[src/rtl/edge_pulse_gen_pkg.sv]
// Shared types and constants for the edge_pulse_gen pulse-train generator.
// The LFSR step function is only exercised when EDGE_PULSE_GEN_LFSR_EN is defined.
package edge_pulse_gen_pkg;

    typedef enum logic [2:0] {
        IDLE = 3'd0,
        HIGH = 3'd1,
        LOW  = 3'd2,
        RAND = 3'd3,
        FIN  = 3'd4
    } state_e;

    localparam int              LFSR_W    = 16;
    // Taps for x^16 + x^14 + x^13 + x^11 + 1 (bits 15, 13, 12, 10)
    localparam logic [LFSR_W-1:0] LFSR_TAPS = 16'hB400;

    function automatic logic [LFSR_W-1:0] lfsr_step(input logic [LFSR_W-1:0] s);
        return {s[LFSR_W-2:0], ^(s & LFSR_TAPS)};
    endfunction

endpackage

[src/rtl/edge_pulse_gen_lfsr.sv]
// 16-bit Fibonacci LFSR that advances only while enabled.
// o_bit is the bit the register will hold after this cycle, so a caller can register it directly.
module edge_pulse_gen_lfsr
    import edge_pulse_gen_pkg::*;
#(
    parameter logic [LFSR_W-1:0] SEED = 16'hACE1
) (
    input  logic clk,
    input  logic rst_n,
    input  logic i_en,
    output logic o_bit
);

    logic [LFSR_W-1:0] r_lfsr;
    logic [LFSR_W-1:0] w_lfsr_next;

    always_comb begin
        w_lfsr_next = i_en ? lfsr_step(r_lfsr) : r_lfsr;
    end

    always_ff @(posedge clk) begin
        if (!rst_n) begin
            r_lfsr <= SEED;
        end else begin
            r_lfsr <= w_lfsr_next;
        end
    end

    assign o_bit = w_lfsr_next[0];

endmodule

[src/rtl/edge_pulse_gen.sv]
// Programmable pulse-train generator with a registered rising-edge strobe.
// Define EDGE_PULSE_GEN_LFSR_EN to add the pseudo-random (RAND) mode.
module edge_pulse_gen
    import edge_pulse_gen_pkg::*;
#(
    parameter int              CW        = 8,
    parameter int              NW        = 8,
    parameter logic [15:0]     LFSR_SEED = 16'hACE1
) (
    input  logic          clk,
    input  logic          rst_n,
    input  logic          cfg_valid,
    output logic          cfg_ready,
    input  logic [CW-1:0] cfg_high,
    input  logic [CW-1:0] cfg_low,
    input  logic [NW-1:0] cfg_count,
    input  logic          cfg_rand,
    input  logic          stop,
    output logic          a_out,
    output logic          rose_o,
    output logic          busy,
    output logic          done,
    output logic [NW-1:0] pulses_sent
);

    state_e        r_state, w_state_next;
    logic [CW-1:0] r_phase, w_phase_next;
    logic [CW-1:0] r_high, w_high_next;
    logic [CW-1:0] r_low, w_low_next;
    logic [NW-1:0] r_count, w_count_next;
    logic [NW-1:0] r_pulses, w_pulses_next;
    logic          r_a_out, w_a_out_next;
    logic          r_rose, w_rose_next;
    logic          r_done, w_done_next;
    logic          w_accept;
    logic          w_lfsr_bit;
    logic [CW-1:0] w_cfg_high_m1, w_high_m1, w_low_m1;

    // A zero phase length behaves as one cycle
    assign w_cfg_high_m1 = (cfg_high == '0) ? '0 : cfg_high - 1'b1;
    assign w_high_m1     = (r_high == '0)   ? '0 : r_high - 1'b1;
    assign w_low_m1      = (r_low == '0)    ? '0 : r_low - 1'b1;
    assign w_accept      = cfg_valid && (r_state == IDLE);

`ifdef EDGE_PULSE_GEN_LFSR_EN
    logic [NW-1:0] r_rand_left, w_rand_left_next;

    edge_pulse_gen_lfsr #(
        .SEED (LFSR_SEED)
    ) u_lfsr (
        .clk   (clk),
        .rst_n (rst_n),
        .i_en  (r_state == RAND),
        .o_bit (w_lfsr_bit)
    );
`else
    logic w_unused;
    assign w_unused   = ^{cfg_rand, LFSR_SEED};
    assign w_lfsr_bit = 1'b0;
`endif

    always_comb begin
        w_state_next = r_state;
        w_phase_next = r_phase;
        w_high_next  = r_high;
        w_low_next   = r_low;
        w_count_next = r_count;
`ifdef EDGE_PULSE_GEN_LFSR_EN
        w_rand_left_next = r_rand_left;
`endif
        case (r_state)
            IDLE: begin
                if (w_accept) begin
                    w_high_next  = cfg_high;
                    w_low_next   = cfg_low;
                    w_count_next = cfg_count;
                    if (cfg_count == '0) begin
                        w_state_next = FIN;
`ifdef EDGE_PULSE_GEN_LFSR_EN
                    end else if (cfg_rand) begin
                        w_state_next     = RAND;
                        w_rand_left_next = cfg_count - 1'b1;
`endif
                    end else begin
                        w_state_next = HIGH;
                        w_phase_next = w_cfg_high_m1;
                    end
                end
            end
            HIGH: begin
                if (stop) begin
                    w_state_next = FIN;
                end else if (r_phase != '0) begin
                    w_phase_next = r_phase - 1'b1;
                end else if (r_pulses >= r_count) begin
                    // Last pulse: no trailing low phase
                    w_state_next = FIN;
                end else begin
                    w_state_next = LOW;
                    w_phase_next = w_low_m1;
                end
            end
            LOW: begin
                if (stop) begin
                    w_state_next = FIN;
                end else if (r_phase != '0) begin
                    w_phase_next = r_phase - 1'b1;
                end else begin
                    w_state_next = HIGH;
                    w_phase_next = w_high_m1;
                end
            end
`ifdef EDGE_PULSE_GEN_LFSR_EN
            RAND: begin
                if (stop || (r_rand_left == '0)) begin
                    w_state_next = FIN;
                end else begin
                    w_rand_left_next = r_rand_left - 1'b1;
                end
            end
`endif
            FIN:     w_state_next = IDLE;
            default: w_state_next = IDLE;
        endcase

        w_a_out_next = (w_state_next == HIGH) || ((w_state_next == RAND) && w_lfsr_bit);
        w_rose_next  = w_a_out_next && !r_a_out;
        w_done_next  = (w_state_next == FIN);

        if (w_accept) begin
            w_pulses_next = {{(NW-1){1'b0}}, w_rose_next};
        end else if (w_rose_next && (r_pulses != '1)) begin
            w_pulses_next = r_pulses + 1'b1;
        end else begin
            w_pulses_next = r_pulses;
        end
    end

    always_ff @(posedge clk) begin
        if (!rst_n) begin
            r_state  <= IDLE;
            r_phase  <= '0;
            r_high   <= '0;
            r_low    <= '0;
            r_count  <= '0;
            r_pulses <= '0;
            r_a_out  <= 1'b0;
            r_rose   <= 1'b0;
            r_done   <= 1'b0;
`ifdef EDGE_PULSE_GEN_LFSR_EN
            r_rand_left <= '0;
`endif
        end else begin
            r_state  <= w_state_next;
            r_phase  <= w_phase_next;
            r_high   <= w_high_next;
            r_low    <= w_low_next;
            r_count  <= w_count_next;
            r_pulses <= w_pulses_next;
            r_a_out  <= w_a_out_next;
            r_rose   <= w_rose_next;
            r_done   <= w_done_next;
`ifdef EDGE_PULSE_GEN_LFSR_EN
            r_rand_left <= w_rand_left_next;
`endif
        end
    end

    assign cfg_ready   = (r_state == IDLE);
    assign busy        = (r_state == HIGH) || (r_state == LOW) || (r_state == RAND);
    assign a_out       = r_a_out;
    assign rose_o      = r_rose;
    assign done        = r_done;
    assign pulses_sent = r_pulses;

endmodule
[config.mk]
export PLATFORM = sky130hd
export DESIGN_NAME = edge_pulse_gen
export DESIGN_NICKNAME = d
export VERILOG_FILES = /design/src/rtl/edge_pulse_gen_pkg.sv /design/src/rtl/edge_pulse_gen_lfsr.sv /design/src/rtl/edge_pulse_gen.sv
export SDC_FILE = /design/constraint.sdc
export NUM_CORES = 1
export LEC_CHECK = 0
export ABC_AREA = 0
export CAP_MARGIN = 10
export CELL_PAD_IN_SITES_DETAIL_PLACEMENT = 1
export CELL_PAD_IN_SITES_GLOBAL_PLACEMENT = 2
export CORE_MARGIN = 8
export CORE_UTILIZATION = 33
export CTS_CLUSTER_SIZE = 10
export DETAILED_ROUTE_END_ITERATION = 10
export GPL_ROUTABILITY_DRIVEN = 1
export MAX_ROUTING_LAYER = met4
export PLACE_DENSITY_LB_ADDON = 0.1
export SETUP_SLACK_MARGIN = 0.05
export SLEW_MARGIN = 20
export SYNTH_ARGS = -nofsm -noshare
export SYNTH_HDL_FRONTEND = slang
export SYNTH_SLANG_ARGS = --single-unit
export TNS_END_PERCENT = 50
[constraint.sdc]
create_clock -name clk -period 6.9 [get_ports clk]
set_input_delay 1.035 -clock clk [delete_from_list [all_inputs] [get_ports clk]]
set_output_delay 1.035 -clock clk [all_outputs]
set_load 0.02 [all_outputs]
# Yosys cells after proc, flatten, opt, wreduce, memory -nomap -nowiden
# Cells that the tools add are included.
# W data, S select, Z words.
word_totals:
  reg_bits: 46
  in_bits: 29
  out_inout_bits: 13
  word_cells: 66
op_classes:
  add_sub_neg: 5
  n_lt_le_gt_ge: 1
  eq_ne: 11
  n_mux: 21
  bitwise: 1
  reduce_logical: 17
op_table:
  columns: ["op", "n"]
  rows:
  - ["$mux W8", 10]
  - ["$logic_not A8 Y1", 4]
  - ["$sub A8 B1 Y8 const B", 4]
  - ["$pmux W8 S3", 1]
  - ["$mux W3", 7]
  - ["$pmux W3 S3", 1]
  - ["$add A8 B1 Y8 const B", 1]
  - ["$ge A8 B8 Y1", 1]
  - ["$ne A8 B8 Y1 const B", 1]
  - ["$reduce_bool A8 Y1", 1]
  - ["$eq A3 B1 Y1 const B", 2]
  - ["$eq A3 B2 Y1 const B", 2]
  - ["$ne A2 B2 Y1 const B", 3]
  - ["$reduce_and A6 Y1", 1]
  - ["$eq A3 B3 Y1 const B", 1]
  - ["$logic_and A1 B1 Y1", 3]
  - ["$logic_not A3 Y1", 1]
  - ["$ne A3 B3 Y1 const B", 1]
  - ["$reduce_bool A3 Y1", 1]
  - ["$logic_or A1 B1 Y1", 2]
  - ["$mux W1", 2]
  - ["$ne A2 B1 Y1 const B", 1]
  - ["$reduce_and A2 Y1", 1]
  - ["$reduce_bool A2 Y1", 1]
  - ["other kinds (3)", 3]

# Logic depth before layout (Yosys ltp)
# Gate-level depths: netlist (run 1).
depth:
  ltp_word: 10
  ltp_mapped: 9
  mapped_depth_nobuf: 7

# Worst setup path after synthesis (run 1)
# Ideal clock, no wire load.
synth_timing:
  path_type: "input-to-reg"
  startpoint: "in stop"
  endpoint: "reg r_pulses[5], in the netlist pulses_sent[5]"
  setup_ps: 71
  arrival_time_ps: 2601
  required_ps: 6829
  path_slack_ps: 4228
  path_stages: 5
  path_buffers: 0
  cell_sequence: "or2_2 -> a2111oi_1 -> nor3_2 -> or4_1 -> a21oi_1"
synth_between:
  elab_chain_len: 5
  word_cells_on_any_way: 6
  cone_classes: "eq/ne (1); mux (3); reduce/logical (2)"
synth_lines:
  columns: ["element", "line", "source"]
  rows:
  - ["from (decl)", "edge_pulse_gen.sv:18", "input logic stop,"]
  - ["$mux W3, on equally long branches", "edge_pulse_gen.sv:104, edge_pulse_gen.sv:91", null]
  - ["$pmux W3 S3 *", "edge_pulse_gen.sv:71", "case (r_state)"]
  - ["$eq A3 B1 Y1 *", "edge_pulse_gen.sv:126", "w_a_out_next = (w_state_next == HIGH) || ((w_state_next == RAND) && w_lfsr_bit);"]
  - ["$logic_and A1 B1 Y1 *", "edge_pulse_gen.sv:127", "w_rose_next = w_a_out_next && !r_a_out;"]
  - ["$logic_and A1 B1 Y1 *", "edge_pulse_gen.sv:132", "end else if (w_rose_next && (r_pulses != '1)) begin"]
  - ["to (signal assigned)", "edge_pulse_gen.sv:159", "r_pulses <= w_pulses_next;"]
  - ["to (decl)", "edge_pulse_gen.sv:31", "logic [NW-1:0] r_pulses, w_pulses_next;"]
# Every way passes the cells marked *; elsewhere a longest branch is shown, timed or not.
# A chain may end at the register's enable or synchronous reset.

# Worst setup path in the final report (run 1)
layout_timing:
  startpoint: "in stop"
  endpoint: "reg r_pulses[4], in the netlist pulses_sent[4]"
# The elaborated chain is that of the path after synthesis.

==> results.ini, run 1 <==
[cts]
cts_buffers = 5
insertion_delay_ns = 0.31
clk_pin_slew_ns = 0.09
cts_root_buf = clkbuf_8
cts_tree = built
cts_sinks = 46
cts.repair.resized = 0
cts_setup_buffers = 0
h-tree-depth = 2
holdBufCountCts = 0
cts_buffer_depth = 2

[final_layout]
drive_above_1_share_pct = 6.85
area_growth_pct = 19.7
antenna_cells = 0
nets = 452

[yosys]
synth_area_per_cell_um2 = 7.89
yosys-top-cells-area = dfxtp_1, nand2_1, a21oi_1
synth_cell_types = 65
synth_edf_count = 0
yosysMostFrequentCell = nand2_1
synth_commonest_cells = nand2_1, dfxtp_1, a21oi_1
synthCells = 376
seq_area_frac_synth_pct = 31.0
synthesis.nets = 420
yosysWarnings = 0
synth_top_cell_area_share_pct = 31.0
synth-seq-cells = 46
async_reset_ff_share_pct = 0
synth_largest_area_cell = dfxtp_1
synth_top_flop_cell = dfxtp_1
syn-cell-area_mm2 = 0.00297

[setup_path]
worst_ep_required_time_ns = 7.14
path_max_fanout = 6
cp-end-kind = flip-flop
reg2reg_to = r_phase[5]
critPathLaunchType = input pin
r2r_start = r_phase[0]
rrSetupSlack_ns = 4.19
critPathKind = in2reg
ff2ff_path_depth = 7
arrival_ns = 3.35

[drt]
wl_um = 9120
wl_per_cell_um = 17.6
ant_nets = 0
drcViolationCount = 0
initialDrtViolationCount = 127
via_count = 2912
viasPerCell = 5.63
drtPass1Iterations = 6

[placed_design]
port-buffer-count = 40
gp_congestion = 0.836
place_hpwl_um = 7000

[min_path]
hold_path_depth = 2
min_to = r_count[1]
hp-start = r_count[1]
min_path_type = reg2reg

[timing]
period_share_pct = 45.2
tightest_slew_ns = 0.719
fmax_ghz = 0.321
max_slew_margin_pct = 51.9
final-hold-violation-count = 0
fin_tns_setup_ns = 0
rsz0062_at_grt = false
clock_skew_ns = 0.00776
slew_violations = 0
period_minus_slack_ns = 3.12
finalSetupViolCount = 0

[floorplanning]
coreArea_mm2 = 0.00872
die_height_um = 111
die-area_mm2 = 0.0123
num_rows = 34
initial_core_util_pct = 34.0
ios = 42
die_w_um = 111

[global_routing]
grt_pass1_wl_um = 15100
grt_usage_pct = 15.2
grt_pass1_vias = 2898
grt_max_degree = 33
overflow = 0
antenna_found_initial = 0

[pwr]
combPwrFrac_pct = 30.5
power_density_mw_per_mm2 = 205
switching_share_pct = 35.0
seqPwrFrac_pct = 43.1
power_frac_clock_pct = 26.4
p_int_mw = 0.474
power.switching_mw = 0.255
irDropWorstVdd_v = 0.0000739
p_leak_nw = 1.27
finalPower_mw = 0.728

[job]
maxCapViolCount = 0

[run_status]
status = finished, final reports clean

## power groups by stage
stage	clock (mW)	combinational, mW	sequential, mW
2_1_floorplan	0	0.153	0.313
3_3_place_gp	0	0.220	0.319
3_5_place_dp	0	0.222	0.320
4_1_cts	0.199	0.224	0.314
5_1_grt	0.211	0.248	0.318
6_report	0.192	0.222	0.314
## how the worst max path moves through the flow
stage               cells after the start        endpoint  slack [ns]          from
CTS                                     5      r_phase[7]        3.42     cfg_valid
floorplan                               5  pulses_sent[5]        4.23          stop
global placement                        5      r_phase[7]        3.08     cfg_valid
global route                            6  pulses_sent[4]        3.64  cfg_count[1]
finish                                  6  pulses_sent[4]        3.78          stop
detailed placement                      5      r_phase[7]        3.10     cfg_valid
## logic make-up (layout without fill, tap and decap cells)
family                     after synthesis  count (layout)  share of synthesized area [%]
AOI/OAI and AO/OA                      112             112                           24.8
xor gates and xnor gates                 9               9                           2.66
adders and majority gates               15              15                           6.33
buffers and inverters                   40              73                           5.61
DFF                                     46              46                           31.0
muxes                                    6               6                           2.11
and+or+nand+nor                        148             148                           27.5
## routing by layer
layer / wire length (µm) / global-route usage (%) / part of all wire [%] / vias to the layer above
met2: 4020 / 21.8 / 44 / 35
met1: 4830 / 21.4 / 53 / 1413
met4: 63 / 3.51 / 0.69 / 0
li1: - / - / - / 1458
met3: 204 / 2.49 / 2.2 / 6
met5: 0 / - / 0 / -
## area by class of cell
class,instances,area (µm²)
inverter,24,90.1
sequential,46,921
timing repair buffer,41,408
tap,108,135
clock buffer,7,96.3
clock inverter,1,8.76
multi-input combinational,290,1890
fill,1049,5170
## cells in the final DEF (no fill, tap or decap), types with 3 or more instances in the layout
master and n:
o22ai_1 5, nor3b_1 4, a21o_1 4, o21ai_0 9, nor2_1 18, a211oi_1 6
or3_1 6, a21oi_1 41, and3_1 3, inv_1 23, nor4_1 7, a31oi_1 10
nor3_1 10, nand3_1 4, clkdlybuf4s50_1 40, o31ai_1 7, o211ai_1 3, o21a_1 5
ha_1 15, xor2_1 4, nand2_1 59, nand4_1 4, clkbuf_8 7, dfxtp_1 46
or4_1 9, mux2i_1 4, xnor2_1 5, nor2b_1 3
## flip-flops by register name (all words and copies together) (netlist names)
| signal | count |
|---|---|
| r_high | 8 |
| rose_o | 1 |
| r_count | 8 |
| r_low | 8 |
| a_out | 1 |
| r_phase | 8 |
| done | 1 |
| r_state | 3 |
| pulses_sent | 8 |
## per-stage QoR
step	area (µm²)	util [%]	std cells	hold slack (ns)	setup WS, ns
floorplan	2970	-	376	0.436	4.23
global placement	3440	39.5	509	0.446	3.08
detailed placement	3440	39.5	509	0.456	3.10
CTS	3550	40.7	517	0.470	3.42
global route	3550	40.7	517	0.481	3.64
finish	3550	40.7	517	0.464	3.78
## critical path: stages
cell             delay, ns
clkdlybuf4s50_1       0.49
or2_2                 0.32
a2111oi_1             0.64
o31ai_1               0.32
or3_1                 0.40
a21oi_1               0.15
Power figures use the tool's default switching activity.
==> inputs of run 2 (changes only) <==
CORE_UTILIZATION = 32   (was 33)
clock period = 3.23 ns   (was 6.9 ns; I/O delays follow)
==> results.ini, run 2 (synthesized netlist as in run 1, its figures left out) <==
[run_status]
status = finished, final reports clean

[global_routing]
grt_usage_pct = 15.6  ; +0.40 points
grt_pass1_wl_um = 15600  ; +3.4%
overflow = 0  ; unchanged
grt_pass1_vias = 3019  ; +4.2%
antenna_found_initial = 0  ; unchanged
grt_max_degree = 29  ; -12%

[placed_design]
place_hpwl_um = 7230  ; +3.4%
place_ws_ns = 0.305  ; -2.80 ns
gp_congestion = 0.828  ; -0.86%
port-buffer-count = 40  ; unchanged

[timing]
slew_violations = 0  ; unchanged
setup_slack_ns = 0.524  ; -3.26 ns
period_minus_slack_ns = 2.71
rsz0062_at_grt = false
tightest_slew_ns = 0.812  ; +0.0925 ns
finalSetupViolCount = 0  ; unchanged
clock_skew_ns = 0.00706  ; -0.000703 ns
fmax_ghz = 0.370
period_share_pct = 83.8
final-hold-violation-count = 0  ; unchanged
fin_tns_setup_ns = 0  ; unchanged
max_slew_margin_pct = 44.5  ; -7.5 points

[drt]
drcViolationCount = 0  ; unchanged
wl_per_cell_um = 17.7  ; +0.15%
initialDrtViolationCount = 82  ; -35%
ant_nets = 0  ; unchanged
via_count = 2912  ; unchanged
drtPass1Iterations = 4  ; -2
viasPerCell = 5.53  ; -1.9%
wl_um = 9310  ; +2.1%

[cts]
h-tree-depth = 2  ; unchanged
holdBufCountCts = 0  ; unchanged
cts.repair.resized = 0  ; unchanged
cts_buffers = 5  ; unchanged
insertion_delay_ns = 0.30  ; about the same
cts_sinks = 46  ; unchanged
cts_tree = built
cts_setup_buffers = 0  ; unchanged
cts_buffer_depth = 2  ; unchanged
clk_pin_slew_ns = 0.09  ; about the same
cts_root_buf = clkbuf_8

[final_layout]
antenna_cells = 0  ; unchanged
area_growth_pct = 21.5
drive_above_1_share_pct = 7.93  ; +1.1 points
nets = 459  ; +1.5%
layout_common_cells = nand2_1, dfxtp_1, a21oi_1
mostFrequentLayoutCell = nand2_1
fillers = 1131  ; +7.8%

[pwr]
power_density_mw_per_mm2 = 435  ; +110%
irDropWorstVdd_v = 0.000172  ; +130%
p_leak_nw = 1.31  ; +2.8%

[setup_path]
critPathKind = reg2reg
critPathLaunchType = flip-flop
arrival_ns = 2.86  ; -0.49 ns
worst_ep_required_time_ns = 3.39  ; -3.75 ns
path_max_fanout = 8  ; +2
cp-end-kind = flip-flop

[floorplanning]
die_height_um = 112  ; +1.3%
initial_core_util_pct = 32.6  ; -1.4 points
ios = 42  ; unchanged
die-area_mm2 = 0.0126  ; +2.7%
die_w_um = 112  ; +1.3%
coreArea_mm2 = 0.00911  ; +4.4%
num_rows = 35  ; +2.9%

[min_path]
min_path_type = reg2reg

[job]
maxCapViolCount = 0  ; unchanged

## run 2: changes by cell type in the layout (fill, tap and decap cells not counted)
cell	before	now
buf_4	1	8
inv_1	23	24
inv_2	1	0
nand2_1	59	60
nand2_2	1	0
## run 2: where the power goes
| group | internal (mW) | switching (mW) | total, mW |
|---|---|---|---|
| sequential | 0.611 | 0.0581 | 0.669 |
| clock | 0.196 | 0.204 | 0.400 |
| combinational | 0.222 | 0.275 | 0.497 |
## run 2: critical path, cell delays in order, from the launching register on
cell and delay (ns):
dfxtp_1 0.35, inv_1 0.09, ha_1 0.23, or4b_4 0.53, nor2_2 0.33, a211oi_1 0.12
a2111oi_0 0.75, a211oi_1 0.16
## run 2: path summary, 6_finish.rpt
path / depth (start not counted) / slack, ns / start / end
worst max-delay path: 7 / 0.52 / r_phase[0] / r_phase[5]
worst min-delay path: 2 / 0.46 / r_count[3] / r_count[3]
worst max register to register: 7 / 0.52 / r_phase[0] / r_phase[5]
worst min register to register: 2 / 0.46 / r_count[3] / r_count[3]
## run 2: area by class of cell
| type | instances | area [µm²] | share of cell area [%] |
|---|---|---|---|
| multi-input combinational | 290 | 1890 | 52.4 |
| timing repair buffer | 48 | 460 | 12.8 |
| tap | 111 | 139 | 3.85 |
| clock inverter | 1 | 8.76 | 0.243 |
| inverter | 24 | 90.1 | 2.50 |
| sequential | 46 | 921 | 25.6 |
| clock buffer | 7 | 96.3 | 2.67 |
## run 2: per-layer routing
metal  GRT usage [%]  wire (µm)  up-vias
li1                -          -     1461
met3            2.42        238        7
met5               -          0        -
met2            24.1       4240       33
met4            3.51         76        0
met1            20.8       4760     1411
## run 2: through the flow
stage | power, mW | hold WS, ns | std cells | util (%) | area (µm²)
after floorplan | 0.996 | 0.436 | 376 | - | 2970
after global placement | 1.17 | 0.446 | 519 | 38.4 | 3500
after detailed placement | 1.18 | 0.451 | 519 | 38.4 | 3500
after CTS | 1.59 | 0.463 | 527 | 39.6 | 3600
after global routing | 1.67 | 0.490 | 527 | 39.6 | 3600
final | 1.57 | 0.459 | 527 | 39.6 | 3600
